### src/rtl/calc_entry_ctrl.sv
// Calculator operand-entry and sequencing controller.
// Buttons edit two BCD operands and an operator, then launch and await the ALU.
module calc_entry_ctrl #(
    parameter int TIMEOUT = 1000
) (
    input  logic       clk,
    input  logic       rst,
    input  logic       btn_inc,
    input  logic       btn_next,
    input  logic       btn_op,
    input  logic       btn_eq,
    input  logic       alu_done,
    output logic [7:0] a_bcd,
    output logic [7:0] b_bcd,
    output logic [1:0] op,
    output logic [1:0] cursor,
    output logic       alu_start,
    output logic       busy,
    output logic       show,
    output logic       err
);

    localparam int CW = $clog2(TIMEOUT + 1);
    localparam logic [CW-1:0] LAST = CW'(TIMEOUT - 1);

    typedef enum logic [1:0] {
        ENTRY,
        CALC,
        SHOW
    } state_t;

    state_t        state;
    logic [CW-1:0] cnt;
    logic [3:0]    btns;
    logic [3:0]    sync1;
    logic [3:0]    sync2;
    logic [3:0]    hist;
    logic [3:0]    rise;
    logic          act_eq;
    logic          act_next;
    logic          act_inc;
    logic          act_op;

    // Bit order {eq, next, inc, op} matches edge priority, highest first.
    assign btns = {btn_eq, btn_next, btn_inc, btn_op};
    assign rise = sync2 & ~hist;

    assign act_eq   = rise[3];
    assign act_next = rise[2] & ~rise[3];
    assign act_inc  = rise[1] & ~|rise[3:2];
    assign act_op   = rise[0] & ~|rise[3:1];

    function automatic logic [3:0] bump(input logic [3:0] d);
        return (d >= 4'd9) ? 4'd0 : d + 4'd1;
    endfunction

    always_ff @(posedge clk or negedge rst) begin
        if (!rst) begin
            sync1 <= '0;
            sync2 <= '0;
            hist  <= '0;
        end else begin
            sync1 <= btns;
            sync2 <= sync1;
            hist  <= sync2;
        end
    end

    always_ff @(posedge clk or negedge rst) begin
        if (!rst) begin
            state     <= ENTRY;
            cnt       <= '0;
            a_bcd     <= '0;
            b_bcd     <= '0;
            op        <= '0;
            cursor    <= '0;
            alu_start <= 1'b0;
            busy      <= 1'b0;
            show      <= 1'b0;
            err       <= 1'b0;
        end else begin
            alu_start <= 1'b0;
            case (state)
                ENTRY: begin
                    unique case (1'b1)
                        act_eq: begin
                            state     <= CALC;
                            busy      <= 1'b1;
                            alu_start <= 1'b1;
                            cnt       <= '0;
                            err       <= 1'b0;
                        end
                        act_next: cursor <= cursor + 2'd1;
                        act_inc: begin
                            case (cursor)
                                2'd0: a_bcd[7:4] <= bump(a_bcd[7:4]);
                                2'd1: a_bcd[3:0] <= bump(a_bcd[3:0]);
                                2'd2: b_bcd[7:4] <= bump(b_bcd[7:4]);
                                default: b_bcd[3:0] <= bump(b_bcd[3:0]);
                            endcase
                        end
                        act_op: op <= op + 2'd1;
                        default: ;
                    endcase
                end
                CALC: begin
                    // The start cycle never counts as completion.
                    if (!alu_start && alu_done) begin
                        state <= SHOW;
                        busy  <= 1'b0;
                        show  <= 1'b1;
                        err   <= 1'b0;
                    end else if (cnt == LAST) begin
                        state <= SHOW;
                        busy  <= 1'b0;
                        show  <= 1'b1;
                        err   <= 1'b1;
                    end else begin
                        cnt <= cnt + CW'(1);
                    end
                end
                SHOW: begin
                    unique case (1'b1)
                        act_eq: begin
                            state <= ENTRY;
                            show  <= 1'b0;
                        end
                        act_next, act_inc: begin
                            state  <= ENTRY;
                            show   <= 1'b0;
                            a_bcd  <= '0;
                            b_bcd  <= '0;
                            cursor <= '0;
                        end
                        default: ;
                    endcase
                end
                default: begin
                    state <= ENTRY;
                    busy  <= 1'b0;
                    show  <= 1'b0;
                end
            endcase
        end
    end

endmodule

### config.mk
export PLATFORM = sky130hd
export DESIGN_NAME = calc_entry_ctrl
export DESIGN_NICKNAME = d
export VERILOG_FILES = /design/src/rtl/calc_entry_ctrl.sv
export SDC_FILE = /design/constraint.sdc
export NUM_CORES = 1
export LEC_CHECK = 0
export BUFFER_PORTS_ARGS = -buffer_cell sky130_fd_sc_hd__buf_4
export CAP_MARGIN = 15
export CORE_MARGIN = 2
export CORE_UTILIZATION = 45
export CTS_BUF_LIST = sky130_fd_sc_hd__clkbuf_2 sky130_fd_sc_hd__clkbuf_4 sky130_fd_sc_hd__clkbuf_8
export DETAILED_ROUTE_END_ITERATION = 10
export PLACE_DENSITY_LB_ADDON = 0.15
export SKIP_LAST_GASP = 1
export SLEW_MARGIN = 5
export SYNTH_ARGS = -nofsm -noshare
export SYNTH_HDL_FRONTEND = slang
export SYNTH_SLANG_ARGS = --single-unit
### constraint.sdc
create_clock -name clk -period 3.2 [get_ports clk]
set_input_delay 0.32 -clock clk [delete_from_list [all_inputs] [get_ports clk]]
set_output_delay 0.32 -clock clk [all_outputs]
set_load 0.05 [all_outputs]
==> impl_metrics.json, run 1 <==
{
  "outcome": "finished clean",
  "synth-seq-cells": 48,
  "pwr-share-comb_pct": 36.8,
  "synth_edf_count": 0,
  "hold_violations": 0,
  "start_kind": "register",
  "rows": 26,
  "cts_buffer_depth": 2,
  "dr.max_layer_used": "met4",
  "grt_pass1_vias": 1689,
  "switchingPower_mw": 0.855,
  "overflow": 0,
  "area_growth_pct": 17.3,
  "post-route-period-util_pct": 56.8,
  "antenna_found_initial": 0,
  "rr_endpoint": "a_bcd[6]",
  "wl_per_cell_um": 13.0,
  "fin_setup_tns_ps": 0,
  "fin_cells": 343,
  "cts_root_buffer": "clkbuf_8",
  "r2r_start": "state[1]",
  "drc": 0,
  "worst_pin_slew_ps": 593,
  "rsz0062_at_grt": "no",
  "crit_fanout": 12,
  "drive_gt1_share_pct": 16.5,
  "path_cells": "nor2_1, and4_1, nand3_1, o311ai_1",
  "num-fill-cells": 491,
  "p_leak_nw": 1.35,
  "die_x_um": 77.1,
  "yosysTopAreaCellShare_pct": 49.9,
  "ios": 31,
  "ys_seq_area_share_pct": 49.9,
  "grt_max_degree": 49,
  "critPathKind": "reg -> reg",
  "start_util_pct": 46.8,
  "routed-via-count": 1811,
  "clk_latency_ps": 300,
  "cpMaxStageDelayCell": "dfrtp_1",
  "synth-async-reset-ratio_pct": 100,
  "synth_fa_ha_area_share_pct": 8.84,
  "yosys.area.top_type": "dfrtp_1",
  "grt_pass1_wl_mm": 7.69,
  "met2_length_mm": 2.10,
  "slew_violations": 0,
  "end_kind": "register",
  "final_cell_mix": "48 x dfrtp_1, 32 x o21ai_0, 31 x buf_4, 22 x inv_1",
  "met3_length_um": 178,
  "synthCells": 238,
  "wl_met1_mm": 2.13,
  "die_area_mm2": 0.00594,
  "die_y_um": 77.1,
  "grtUsageTotal_pct": 16.0,
  "synth_top_family_by_area": "simple AND/OR/NAND/NOR gates",
  "via_per_inst": 5.28,
  "multiInputGateArea_mm2": 0.00110,
  "ff2ff_setup_slack_ps": 1380,
  "drt_pass1_iterations": 4,
  "synthMuxAreaShare_pct": 1.66,
  "dp_hpwl_mm": 3.22,
  "drt_iter0_drc": 93,
  "clkTransAtPathRegs_ps": 90,
  "ys.flop_type": "dfrtp_1",
  "seq_area_mm2": 0.00120,
  "synth-warning-count": 0,
  "avgSynthCellArea_um2": 10.1,
  "period_minus_slack_ps": 1820,
  "numCtsBuffers": 5,
  "post_cts_buffers": 0,
  "netlist-cell-type-count": 40,
  "synthTopCellsByArea": "dfrtp_1 50%, ha_1 8.8%, o21ai_0 6.7%",
  "arrival_ps": 2030,
  "mostFrequentLayoutCell": "dfrtp_1",
  "clkPwrFrac_pct": 22.0,
  "max_cap_violations": 0,
  "routed_wl_mm": 4.46,
  "fin_nets": 296,
  "cts_tree": "done",
  "r2r_cells": 4,
  "port_buffers": 30,
  "hold_buffers": 0,
  "critPathMaxStageDelay_ps": 510,
  "pwr-share-seq_pct": 41.2,
  "p_int_mw": 1.19,
  "yosys.area_share.simple_pct": 18.8,
  "critPathRequiredTime_ps": 3410,
  "netlist_area_mm2": 0.00240,
  "relSlewSlack_pct": 60.5,
  "htreeDepth": 2,
  "synth_nets": 262,
  "setup_viol": 0,
  "synth_xor_area_share_pct": 2.19,
  "dp.cells": 335,
  "vdd_drop_max_uv": 482,
  "place_congestion": 0.783,
  "cts.sink_count": 48,
  "core_area_mm2": 0.00514,
  "min_path_type": "in -> async",
  "swShare_pct": 41.8,
  "synth_compound_area_share_pct": 14.3,
  "antenna_cells": 0,
  "postRouteAntennaNets": 0,
  "cts_resized": 0,
  "power.density_mw_per_mm2": 725,
  "max_freq_ghz": 0.550,
  "skew_ps": 5.19
}
-- critical path: cells and delay by family, from the launching register on --
family	cells	cell delay (ps)
AND/OR/NAND/NOR	3	950
flip-flops	1	510
AO/OA/AOI/OAI	1	260
-- through the flow --
stage	hold WS (ps)	area (µm²)	util [%]	worst slack [ps]	power, mW
2_1_floorplan	24.4	2400	-	1360	1.38
3_3_place_gp	333	2710	52.6	1460	1.60
3_5_place_dp	335	2710	52.6	1390	1.61
4_1_cts	31.2	2820	54.9	1380	2.07
5_1_grt	51.0	2820	54.9	1170	2.18
6_report	7.26	2820	54.9	1380	2.05
-- power by group through the flow --
stage               clock (mW)  combinational (mW)  sequential [mW]
floorplan                    0               0.310             1.07
global placement             0               0.748            0.849
detailed placement           0               0.756            0.854
CTS                      0.465               0.759            0.842
global route             0.487               0.826            0.864
finish                   0.450               0.753            0.842
-- registers in the layout, indices dropped and copies added (netlist names), 2 cells and up --
register / flops
b_bcd: 8
sync2: 4
sync1: 4
cursor: 2
op: 2
a_bcd: 8
hist: 4
state: 2
cnt: 10
-- Yosys cell counts, types with 2 or more instances --
cell type / instances
o31ai_1: 2
a31oi_1: 5
o21ai_0: 32
mux2i_1: 4
or3_1: 3
a21oi_1: 10
nand2_1: 17
nand2b_1: 5
xnor2_1: 3
ha_1: 17
dfrtp_1: 48
xor2_1: 3
and3_1: 2
nor2_1: 6
and4_1: 4
clkbuf_1: 2
nand4_1: 6
nor2b_1: 11
inv_1: 22
nand4b_1: 2
nand3_1: 13
nor3_1: 2
o2111ai_1: 2
-- cell families after synthesis --
logic type | after synthesis
buf+inv | 26
compound gates | 59
flops | 48
mux | 4
xor+xnor | 6
fa+ha+maj | 17
simple gates | 78
-- final cells by class --
| cell class | count | area share (%) |
|---|---|---|
| clock buffers | 5 | 2.44 |
| clock inverters | 3 | 1.64 |
| inverters | 22 | 2.93 |
| multi-input cells | 164 | 39.0 |
| flip-flops and latches | 48 | 42.6 |
| well taps | 70 | 3.11 |
| repair buffers | 31 | 8.25 |
-- worst max-delay path by stage --
stage | end | slack, ps | cells past startpoint | startpoint
floorplan | cnt[6] | 1360 | 4 | alu_start
global placement | cnt[6] | 1460 | 5 | cnt[0]
detailed placement | a_bcd[6] | 1390 | 4 | state[1]
CTS | a_bcd[6] | 1380 | 4 | state[1]
global route | a_bcd[6] | 1170 | 4 | state[1]
finish | a_bcd[6] | 1380 | 4 | state[1]
-- metal layers --
metal  track usage, %  vias up
met3             4.00        4
met5                0        -
met2             26.6       33
met4             4.82        0
li1                 -      912
met1             20.6      862
(Power assumes the default switching activity.)
==> run 2, diff against run 1 <==
- clock period: 3.2 -> 1.5 ns (I/O delays scaled with it)
==> impl_metrics.json, run 2 (same netlist as run 1, synthesis figures left out) <==
{
  "min_path_type": "in -> reg",
  "largest_reg_flops": 10,
  "rows": 26,
  "dp.cells": 362,
  "wl_per_cell_um": 13.3,
  "port_buffers": 30,
  "p_leak_nw": 1.54,
  "fin_cells": 378,
  "grt_pass1_vias": 1862,
  "cts_tree": "done",
  "rsz0062_at_grt": "yes",
  "setup_slack_ps": -156,
  "grt_max_degree": 49,
  "final_util_pct": 63.7,
  "violations": "setup timing",
  "routed_wl_mm": 5.03,
  "vdd_drop_max_uv": 1370,
  "hold_violations": 0,
  "power.density_mw_per_mm2": 1510,
  "ff2ff_setup_slack_ps": -160,
  "max_flop_register": "cnt",
  "place_congestion": 0.838,
  "slew_violations": 0,
  "crit_fanout": 4,
  "core_area_mm2": 0.00514,
  "post-route-period-util_pct": 110,
  "die_y_um": 77.1,
  "dp_hpwl_mm": 3.50,
  "hold-path-cell-count": 4,
  "start_util_pct": 46.8,
  "top_regs": "cnt: 10 flops, a_bcd: 8 flops, b_bcd: 8 flops",
  "r2r_start": "cnt[0]",
  "overflow": 0,
  "period_minus_slack_ps": 1660,
  "start_kind": "register",
  "critPathRequiredTime_ps": 1730,
  "grtUsageTotal_pct": 17.8,
  "grt_pass1_wl_mm": 8.54,
  "via_per_inst": 5.19,
  "cts_root_buffer": "clkbuf_8",
  "power.total_mw": 4.93,
  "htreeDepth": 2,
  "outcome": "finished with violations",
  "drive_gt1_share_pct": 34.1,
  "worstHoldEndpoint": "err",
  "die_area_mm2": 0.00594,
  "antenna_cells": 0,
  "antenna_found_initial": 0,
  "arrival_ps": 1880,
  "area_growth_pct": 36.1,
  "drt_iter0_drc": 55,
  "clkTransAtPathRegs_ps": 90,
  "postRouteAntennaNets": 0,
  "clk_latency_ps": 300,
  "end_kind": "register",
  "ios": 31,
  "rr_endpoint": "cnt[8]",
  "worst_pin_slew_ps": 617,
  "hold_start": "alu_done",
  "max_freq_ghz": 0.604,
  "fin_nets": 331,
  "final_cell_mix": "58 x buf_4, 39 x dfrtp_1, 20 x inv_1, 19 x o21ai_0",
  "skew_ps": 10.4,
  "cts_buffer_depth": 2,
  "mostFrequentLayoutCell": "buf_4",
  "drc": 0,
  "cts.sink_count": 48,
  "setup_viol": 5,
  "relSlewSlack_pct": 58.9,
  "routed-via-count": 1962,
  "r2r_cells": 5,
  "die_x_um": 77.1,
  "drt_pass1_iterations": 4,
  "max_cap_violations": 0,
  "numCtsBuffers": 5,
  "critPathKind": "reg -> reg"
}
-- run 2: how the worst max path moves through the flow --
| stage | endpoint | depth (start not counted) | slack, ps | from |
|---|---|---|---|---|
| after floorplan | cnt[6] | 5 | -140 | cnt[0] |
| after global placement | cnt[6] | 5 | -100 | cnt[1] |
| after detailed placement | cnt[8] | 5 | -130 | cnt[0] |
| after CTS | cnt[8] | 5 | -140 | cnt[0] |
| after global routing | cnt[6] | 5 | -200 | cnt[0] |
| final | cnt[8] | 5 | -160 | cnt[0] |
-- run 2: worst max-delay path, cell delays in order, from the launching register on --
cell and delay (ps):
dfrtp_1 400, ha_4 160, nand3_2 90, or4b_4 500, or3_1 320, a21oi_1 130
-- run 2: cell type report --
class	instances	area, µm²
Clock buffer	5	68.8
Fill cell	461	1870
Multi-Input combinational cell	164	1230
Clock inverter	3	68.8
Inverter	22	82.6
Timing Repair Buffer	66	519
Sequential cell	48	1210
Tap cell	70	87.6
-- run 2: routing by layer --
metal | share of wire (%) | wire length (µm) | vias up | track usage, %
li1 | - | - | 979 | -
met4 | 0.54 | 27 | 0 | 4.29
met1 | 48 | 2420 | 953 | 24.0
met2 | 48 | 2440 | 28 | 29.5
met3 | 2.8 | 143 | 2 | 3.65
met5 | 0 | 0 | - | 0
-- run 2: metrics by stage --
stage	area [µm²]	worst slack (ps)	hold slack [ps]	setup TNS, ps
after detailed placement	2940	-127	202	-573
after global placement	2940	-96.2	197	-371
final	3270	-156	280	-347
after floorplan	2440	-139	-146	-279
after CTS	3190	-141	257	-497
after global routing	3270	-203	299	-880
-- run 2: what timing repair did --
item / 4_1_cts / 5_1_grt
endpoints found under the hold margin: 52 / 0
endpoints found under the setup margin: 21 / 31
gates resized for setup: 19 / 21
pin swaps: 5 / 8
hold buffers: 5 / 0
buffers inserted: 1 / 2
-- run 2: power by group --
part           total [mW]  internal (mW)  switching (mW)
logic                2.04          0.781            1.26
registers            1.77           1.53           0.249
clock network        1.11          0.671           0.441
total                4.93           2.98            1.95
==> run 3, diff against run 2 <==
- SKIP_LAST_GASP: 1 -> unset
==> impl_metrics.json, run 3 (same netlist as run 1, synthesis figures left out) <==
{
  "outcome": "finished with violations",
  "violations": "setup timing",
  "drc": 0,
  "critical-path-top-delay-family": "simple AND/OR/NAND/NOR gates",
  "start_kind": "register",
  "mostFrequentLayoutCell": "buf_4",
  "numCtsBuffers": 5,
  "cts.sink_count": 48,
  "via_per_inst": 5.19,
  "drt_pass1_iterations": 4,
  "power.density_mw_per_mm2": 1500,
  "critPathRequiredTime_ps": 1730,
  "period_minus_slack_ps": 1660,
  "drt_iter0_drc": 55,
  "grt_pass1_wl_mm": 8.54,
  "routed_wl_mm": 5.04,
  "arrival_ps": 1880,
  "max_freq_ghz": 0.604,
  "setup_viol": 5,
  "postRouteAntennaNets": 0,
  "core_area_mm2": 0.00514,
  "critPathKind": "reg -> reg",
  "ios": 31,
  "path_cells": "ha_4, nand3_2, or4b_4, or3_1, a21oi_1",
  "clk_latency_ps": 300,
  "die_y_um": 77.1,
  "vdd_drop_max_uv": 1380,
  "final_cell_mix": "57 x buf_4, 39 x dfrtp_1, 20 x inv_1, 19 x o21ai_0",
  "skew_ps": 10.5,
  "setup_slack_ps": -156,
  "worst_pin_slew_ps": 617,
  "power.total_mw": 4.93,
  "cpMaxStageDelayCell": "or4b_4",
  "rows": 26,
  "max_cap_violations": 0,
  "area_growth_pct": 36.3,
  "post-route-period-util_pct": 110,
  "final_util_pct": 63.8,
  "min_path_type": "in -> reg",
  "die_x_um": 77.1,
  "fin_nets": 331,
  "largest_reg_flops": 10,
  "critPathMaxStageDelay_ps": 500,
  "routed-via-count": 1961,
  "slew_violations": 0,
  "crit_buf_inv": 0,
  "p_leak_nw": 1.54,
  "port_buffers": 30,
  "crit_fanout": 4,
  "relSlewSlack_pct": 58.9,
  "grt_pass1_vias": 1862,
  "antenna_found_initial": 0,
  "cts_buffer_depth": 2,
  "die_area_mm2": 0.00594,
  "antenna_cells": 0,
  "cts_root_buffer": "clkbuf_8",
  "dp_hpwl_mm": 3.50,
  "top_regs": "cnt: 10 flops, a_bcd: 8 flops, b_bcd: 8 flops",
  "max_flop_register": "cnt",
  "wl_per_cell_um": 13.3,
  "cts_tree": "done",
  "clkTransAtPathRegs_ps": 90,
  "htreeDepth": 2,
  "hold_violations": 0,
  "dpl_worst_slack_ps": -127,
  "grtUsageTotal_pct": 17.8,
  "rsz0062_at_grt": "yes",
  "overflow": 0,
  "drive_gt1_share_pct": 34.1,
  "start_util_pct": 46.8,
  "end_kind": "register",
  "place_congestion": 0.838,
  "grt_max_degree": 49
}
==> run 3: final timing paths <==
path                            startpoint         to  slack (ps)  cells after the start
worst min-delay path              alu_done        err         280                      4
worst min register to register    sync1[1]   sync2[1]         350                      0
worst max register to register      cnt[0]     cnt[8]        -160                      5
worst max-delay path                cnt[0]     cnt[8]        -160                      5
min in group asynchronous              rst   a_bcd[1]         400                      2
max in group asynchronous              rst  alu_start         640                      2
==> run 3: cell type report <==
cell class	instances	area, µm²
Sequential cell	48	1210
Fill cell	462	1860
Tap cell	70	87.6
Multi-Input combinational cell	164	1230
Timing Repair Buffer	66	523
Clock buffer	5	68.8
Clock inverter	3	68.8
Inverter	22	82.6
==> run 3: worst min-delay path, cell delays in order <==
cell      delay, ps
buf_4            90
nand2b_1        100
nand3_1         120
nand3_2          70
==> run 3: where the power goes <==
group          switching (mW)  internal (mW)
registers               0.248           1.53
clock network           0.442          0.671
logic                    1.26          0.783
total                    1.95           2.98
==> run 3: timing repair <==
item,in CTS,in global routing
endpoints found under the setup margin,21,31
hold buffers,5,0
pin swaps,5,8
setup buffers,1,2
resized for setup,19,22
hold endpoints to repair,52,0
==> run 3: stage by stage <==
stage	hold slack, ps	cell area, µm²	std cells	TNS, ps
final	280	3280	378	-347
after global routing	299	3280	378	-873
after CTS	257	3190	376	-497
after detailed placement	202	2940	362	-573
after global placement	197	2940	362	-371
after floorplan	-146	2440	238	-279
==> run 3: layer usage <==
metal	wire, µm	GRT usage [%]	vias up
li1	-	-	979
met1	2430	24.0	952
met2	2430	29.5	28
met3	143	3.65	2
met4	27	4.29	0
met5	0	0	-
